--- config.mk ---
export PLATFORM = sky130hd
export DESIGN_NAME = ir_queue
export DESIGN_NICKNAME = d
export VERILOG_FILES = /design/src/rtl/ir_queue_pkg.sv /design/src/rtl/ir_queue_mem.sv /design/src/rtl/ir_queue.sv
export SDC_FILE = /design/constraint.sdc
export NUM_CORES = 1
export LEC_CHECK = 0
export ABC_AREA = 0
export CELL_PAD_IN_SITES_DETAIL_PLACEMENT = 1
export CELL_PAD_IN_SITES_GLOBAL_PLACEMENT = 1
export CORE_ASPECT_RATIO = 1.75
export CORE_MARGIN = 4
export CORE_UTILIZATION = 48
export DETAILED_ROUTE_END_ITERATION = 10
export HOLD_SLACK_MARGIN = 0.08
export PLACE_DENSITY_LB_ADDON = 0.1
export SLEW_MARGIN = 15
export SYNTH_ARGS = -nofsm -noshare
export SYNTH_HDL_FRONTEND = slang
export SYNTH_SLANG_ARGS = --single-unit
--- constraint.sdc ---
create_clock -name clk -period 3.7 [get_ports clk]
set_input_delay 0.74 -clock clk [delete_from_list [all_inputs] [get_ports clk]]
set_output_delay 0.74 -clock clk [all_outputs]
set_load 0.005 [all_outputs]
--- src/rtl/ir_queue_pkg.sv ---
// Shared types and sizing for the IFU->EXU instruction queue.
// XLEN, PC_SIZE and the default queue depth live here for the whole slice.
package ir_queue_pkg;

    localparam int unsigned XLEN      = 32;
    localparam int unsigned PC_SIZE   = 32;
    localparam int unsigned IRQ_DEPTH = 4;

    typedef struct packed {
        logic [XLEN-1:0]    ir;
        logic [PC_SIZE-1:0] pc;
        logic               len16;
    } irq_entry_t;

    // Anything other than 2'b11 in the low opcode bits is a compressed encoding
    function automatic logic is_len16(input logic [XLEN-1:0] ir);
        return (ir[1:0] != 2'b11);
    endfunction

endpackage

--- src/rtl/ir_queue_mem.sv ---
// Entry storage for ir_queue: one synchronous write port, one asynchronous read port.
// Contents are deliberately not reset; validity is tracked by the pointers.
module ir_queue_mem
    import ir_queue_pkg::*;
#(
    parameter int unsigned DEPTH = IRQ_DEPTH,
    parameter int unsigned PTR_W = $clog2(DEPTH)
) (
    input  logic             clk,
    input  logic             i_we,
    input  logic [PTR_W-1:0] i_waddr,
    input  irq_entry_t       i_wdata,
    input  logic [PTR_W-1:0] i_raddr,
    output irq_entry_t       o_rdata
);

    irq_entry_t r_mem [DEPTH];

    always_ff @(posedge clk) begin
        if (i_we) begin
            r_mem[i_waddr] <= i_wdata;
        end
    end

    assign o_rdata = r_mem[i_raddr];

endmodule

--- src/rtl/ir_queue.sv ---
// Decoupling IR/PC queue between fetch and execute, flushed on pipe flush.
// Optional combinational empty-queue forwarding: define IR_QUEUE_BYPASS_EN.
module ir_queue
    import ir_queue_pkg::*;
#(
    parameter int unsigned DEPTH = IRQ_DEPTH,
    parameter int unsigned PTR_W = $clog2(DEPTH)
) (
    input  logic               clk,
    input  logic               rst_n,
    input  logic               ifu_i_valid,
    output logic               ifu_o_ready,
    input  logic [XLEN-1:0]    ifu_i_ir,
    input  logic [PC_SIZE-1:0] ifu_i_pc,
    input  logic               flush_i,
    output logic               exu_o_valid,
    input  logic               exu_i_ready,
    output logic [XLEN-1:0]    exu_o_ir,
    output logic [PC_SIZE-1:0] exu_o_pc,
    output logic               exu_o_len16,
    output logic [PTR_W:0]     q_o_count
);

    logic [PTR_W:0] r_wr_ptr;
    logic [PTR_W:0] r_rd_ptr;
    logic [PTR_W:0] r_count;

    logic       w_empty;
    logic       w_full;
    logic       w_byp;
    logic       w_push;
    logic       w_pop;
    irq_entry_t w_in;
    irq_entry_t w_head;
    irq_entry_t w_out;

    assign w_empty = (r_wr_ptr == r_rd_ptr);
    assign w_full  = (r_wr_ptr[PTR_W-1:0] == r_rd_ptr[PTR_W-1:0]) &&
                     (r_wr_ptr[PTR_W] != r_rd_ptr[PTR_W]);

    assign w_in = '{ir: ifu_i_ir, pc: ifu_i_pc, len16: is_len16(ifu_i_ir)};

`ifdef IR_QUEUE_BYPASS_EN
    assign w_byp = w_empty & ifu_i_valid & ~flush_i;
`else
    assign w_byp = 1'b0;
`endif

    // A bypassed entry taken by EXU in the same cycle is never written
    assign w_push = ifu_i_valid & ~w_full & ~flush_i & ~(w_byp & exu_i_ready);
    assign w_pop  = ~w_empty & ~flush_i & exu_i_ready;

    assign ifu_o_ready = ~w_full;
    assign exu_o_valid = (~w_empty | w_byp) & ~flush_i;

    assign w_out       = w_byp ? w_in : w_head;
    assign exu_o_ir    = exu_o_valid ? w_out.ir    : '0;
    assign exu_o_pc    = exu_o_valid ? w_out.pc    : '0;
    assign exu_o_len16 = exu_o_valid ? w_out.len16 : 1'b0;
    assign q_o_count   = r_count;

    ir_queue_mem #(
        .DEPTH (DEPTH),
        .PTR_W (PTR_W)
    ) u_mem (
        .clk     (clk),
        .i_we    (w_push),
        .i_waddr (r_wr_ptr[PTR_W-1:0]),
        .i_wdata (w_in),
        .i_raddr (r_rd_ptr[PTR_W-1:0]),
        .o_rdata (w_head)
    );

    always_ff @(posedge clk) begin
        if (!rst_n || flush_i) begin
            r_wr_ptr <= '0;
            r_rd_ptr <= '0;
            r_count  <= '0;
        end else begin
            if (w_push) r_wr_ptr <= r_wr_ptr + 1'b1;
            if (w_pop)  r_rd_ptr <= r_rd_ptr + 1'b1;
            case ({w_push, w_pop})
                2'b10:   r_count <= r_count + 1'b1;
                2'b01:   r_count <= r_count - 1'b1;
                default: r_count <= r_count;
            endcase
        end
    end

endmodule
==> impl_metrics.yaml <==
job:
  maxCapViolations: 0
drt:
  drt_iter0_markers: 348
  viasPerCell: 5.47
  dr.pass1.iters: 5
  wl_um: 22500
  drcViolationCount: 0
  wire_per_inst_um: 23.3
  ant_nets: 0
  vias: 5292
floorplanning:
  die_area_mm2: 0.0246
  die_x_um: 120
  design.core.area_mm2: 0.0216
  start_util: 0.491
  fp-row-count: 71
  io_pins: 139
  fp.dieH_um: 205
worst_setup_path:
  critical_path.cell_chain: "clkdlybuf4s50_1 > a31oi_4 > buf_4 > and2_1 > clkdlybuf4s50_1"
  crit_cells: 5
  rr_endpoint: "q_o_count[2]$_SDFFE_PP0P_"
  required_ns: 2.96
  path_common_cell: "clkdlybuf4s50_1"
  path_class: "in -> out"
  arrival_ns: 2.63
  crit_path_start_kind: "input port"
  cp-end-kind: "primary output"
  ff2ff_setup_slack_ns: 0.88
  path_delay_family: "buffers and inverters"
  worstRegToRegCells: 10
  slowest_delay_ns: 0.60
  crit_slowest_cell: "clkdlybuf4s50_1"
  worstReg2RegStart: "r_wr_ptr[1]$_SDFFE_PP0P_"
  cp_max_fo: 27
  critPathBufInv: 3
layout:
  post-route-cell-area_mm2: 0.0132
  final_cell_count_no_fill: 967
  final_nets: 732
  num-fill-cells: 1865
  area_growth_pct: 24.7
  drive_gt1_frac: 0.182
  final_core_util: 0.612
pwr:
  power.leakage_nw: 4.18
  peakVddDrop_uv: 403
  powerDensity_mw_per_mm2: 479
outcome:
  status: "finished clean"
sta:
  hold_viol_final: 0
  tns_ns: 0
  slew_headroom: 0.583
  fmax_mhz: 297
  setup_viol: 0
  fin_crit_sh: 0.910
  skew_ns: 0.00941
  tightest_slew_ns: 0.623
  maxSlewViolCount: 0
  period_needed_ns: 3.37
  grt_setup_unrepaired: "false"
logic_synthesis:
  yosysSeqAreaShare: 0.757
  yosys-top-cells-area: "edfxtp_1 (74%), mux4_2 (14%), and2_1 (4.1%)"
  synth.avg_cell_area_um2: 21.2
  synth_top_area_frac: 0.737
  synth_nets: 577
  ys_seq_elements: 271
  synth_cells: 501
  yosys_warnings: 0
  yosysUniqueCellTypes: 34
  yosys.area.top_type: "edfxtp_1"
  syn_area_mm2: 0.0106
worst_hold_path:
  hold_path_depth: 2
  min_to: "q_o_count[2]$_SDFFE_PP0P_"
  hold_class: "reg -> reg"
  hold_start: "q_o_count[2]$_SDFFE_PP0P_"
placement:
  place_inst: 921
  dpl-instance-area_mm2: 0.0124
  numPortBuffers: 138
  gp_congestion: 0.768
  hpwl_um: 14300
clocking:
  cts_tree: "built"
  cts.path.max_buffers: 3
  cts_sinks: 271
  postCtsResizedCells: 0
  clk_pin_slew_ns: 0.07
  cts_max_level: 1
  cts-hold-fix-buffers: 0
  cts_buffers: 25
  cts_setup_buffers: 0
  clock-root-buffer: "clkbuf_16"
  clk_latency_ns: 0.51
grt:
  grt_usage: 0.190
  grt_pass1_vias: 6004
  grt_max_degree: 66
  antenna_found_initial: 2
  grt_pass1_wl_um: 35500
  globalRoute.totalOverflow: 0
==> through the flow <==
step / hold WS (ns) / setup WS, ns / total power, mW
6_report: 0.518 / 0.334 / 6.33
5_1_grt: 0.560 / 0.194 / 6.59
4_1_cts: 0.530 / 0.292 / 6.42
3_5_place_dp: 0.510 / 0.309 / 3.91
3_3_place_gp: 0.501 / 0.387 / 3.89
2_1_floorplan: 0.475 / 0.637 / 3.68
==> layout by cell type (no fill, tap or decap), types with 6 or more instances in the layout <==
cell               n
buf_12             8
mux4_2            65
dfxtp_1            9
ha_1               6
clkbuf_16         25
and2_1            66
clkdlybuf4s50_1  138
inv_1              7
clkinv_2           7
edfxtp_1         260
==> flip-flops by register name, summed over array words and instances, names as in the netlist, named ones only <==
signal       cells
r_wr_ptr         3
q_o_count        3
r_rd_ptr         3
u_mem.r_mem    260
==> area by class of cell <==
class,count,area (µm²),share of cell area
sequential,271,8040,0.608
clock inverter,15,144,0.0109
tap,292,365,0.0276
timing repair buffer,151,1580,0.119
antenna,1,2.50,0.000189
multi-input combinational,200,2420,0.183
clock buffer,30,644,0.0487
inverter,7,26.3,0.00199
==> synth_stat cells <==
cell type    n
or4_1        1
nor4bb_1     4
nand3_1      5
inv_1        7
mux4_2      65
nand2b_1     2
clkbuf_1     7
buf_2       10
ha_1         6
nor2_1       3
clkbuf_2     1
and2_1      70
a311oi_2     1
xnor2_2      2
a31oi_4      1
buf_6        4
or3_1        1
a21oi_1      5
o211ai_1     2
xnor2_1      1
edfxtp_1   260
dfxtp_1     11
xor2_1       5
nor2b_1      1
and3_1       3
nand2_1      5
a211oi_1     1
and3b_1      2
fa_1         1
a31oi_1      4
o21ai_0      3
nand4_1      4
a211o_1      2
buf_4        1
==> cells by family (layout without fill, tap and decap cells) <==
family                     count (synthesis)  in the layout  synth area share
other                                      0              1                 0
buffers and inverters                     30            203            0.0151
muxes                                     65             65             0.138
AOI/OAI and AO/OA                         19             19            0.0133
DFF                                      271            271             0.757
and+or+nand+nor                          101            101            0.0591
xor gates and xnor gates                   8              8           0.00803
adders and majority gates                  7              7           0.00897
==> where the power goes <==
group          total (mW)  internal [mW]  switching, mW
Clock                2.49           1.45           1.05
Combinational       0.397          0.223          0.174
Sequential           3.44           3.42         0.0215
Total                6.33           5.09           1.24
==> worst register-to-register path, cell delays in order, from the launching register on <==
cell and delay (ns):
dfxtp_1 0.55, xnor2_2 0.26, a31oi_4 0.29, buf_12 0.25
and2_1 0.16, ha_1 0.18, inv_1 0.07, fa_1 0.37
xor2_1 0.18, or3_1 0.31, a21oi_1 0.14
==> worst max path at each step <==
stage / from / slack [ns] / end
finish: flush_i / 0.33 / exu_o_pc[20]
global route: r_wr_ptr[1]$_SDFFE_PP0P_ / 0.19 / exu_o_pc[20]
CTS: register / 0.29 / exu_o_pc[18]
detailed placement: flush_i / 0.31 / exu_o_pc[20]
global placement: flush_i / 0.39 / exu_o_pc[17]
floorplan: flush_i / 0.64 / u_mem.r_mem[1][0]$_DFFE_PP_
==> layer usage <==
metal	vias to the layer above	wire length, µm	GRT usage
met5	-	0	0
met3	37	1190	0.0323
met4	0	491	0.0478
met2	156	12400	0.351
li1	2339	-	-
met1	2760	8430	0.230
(Power assumes the default switching activity.)
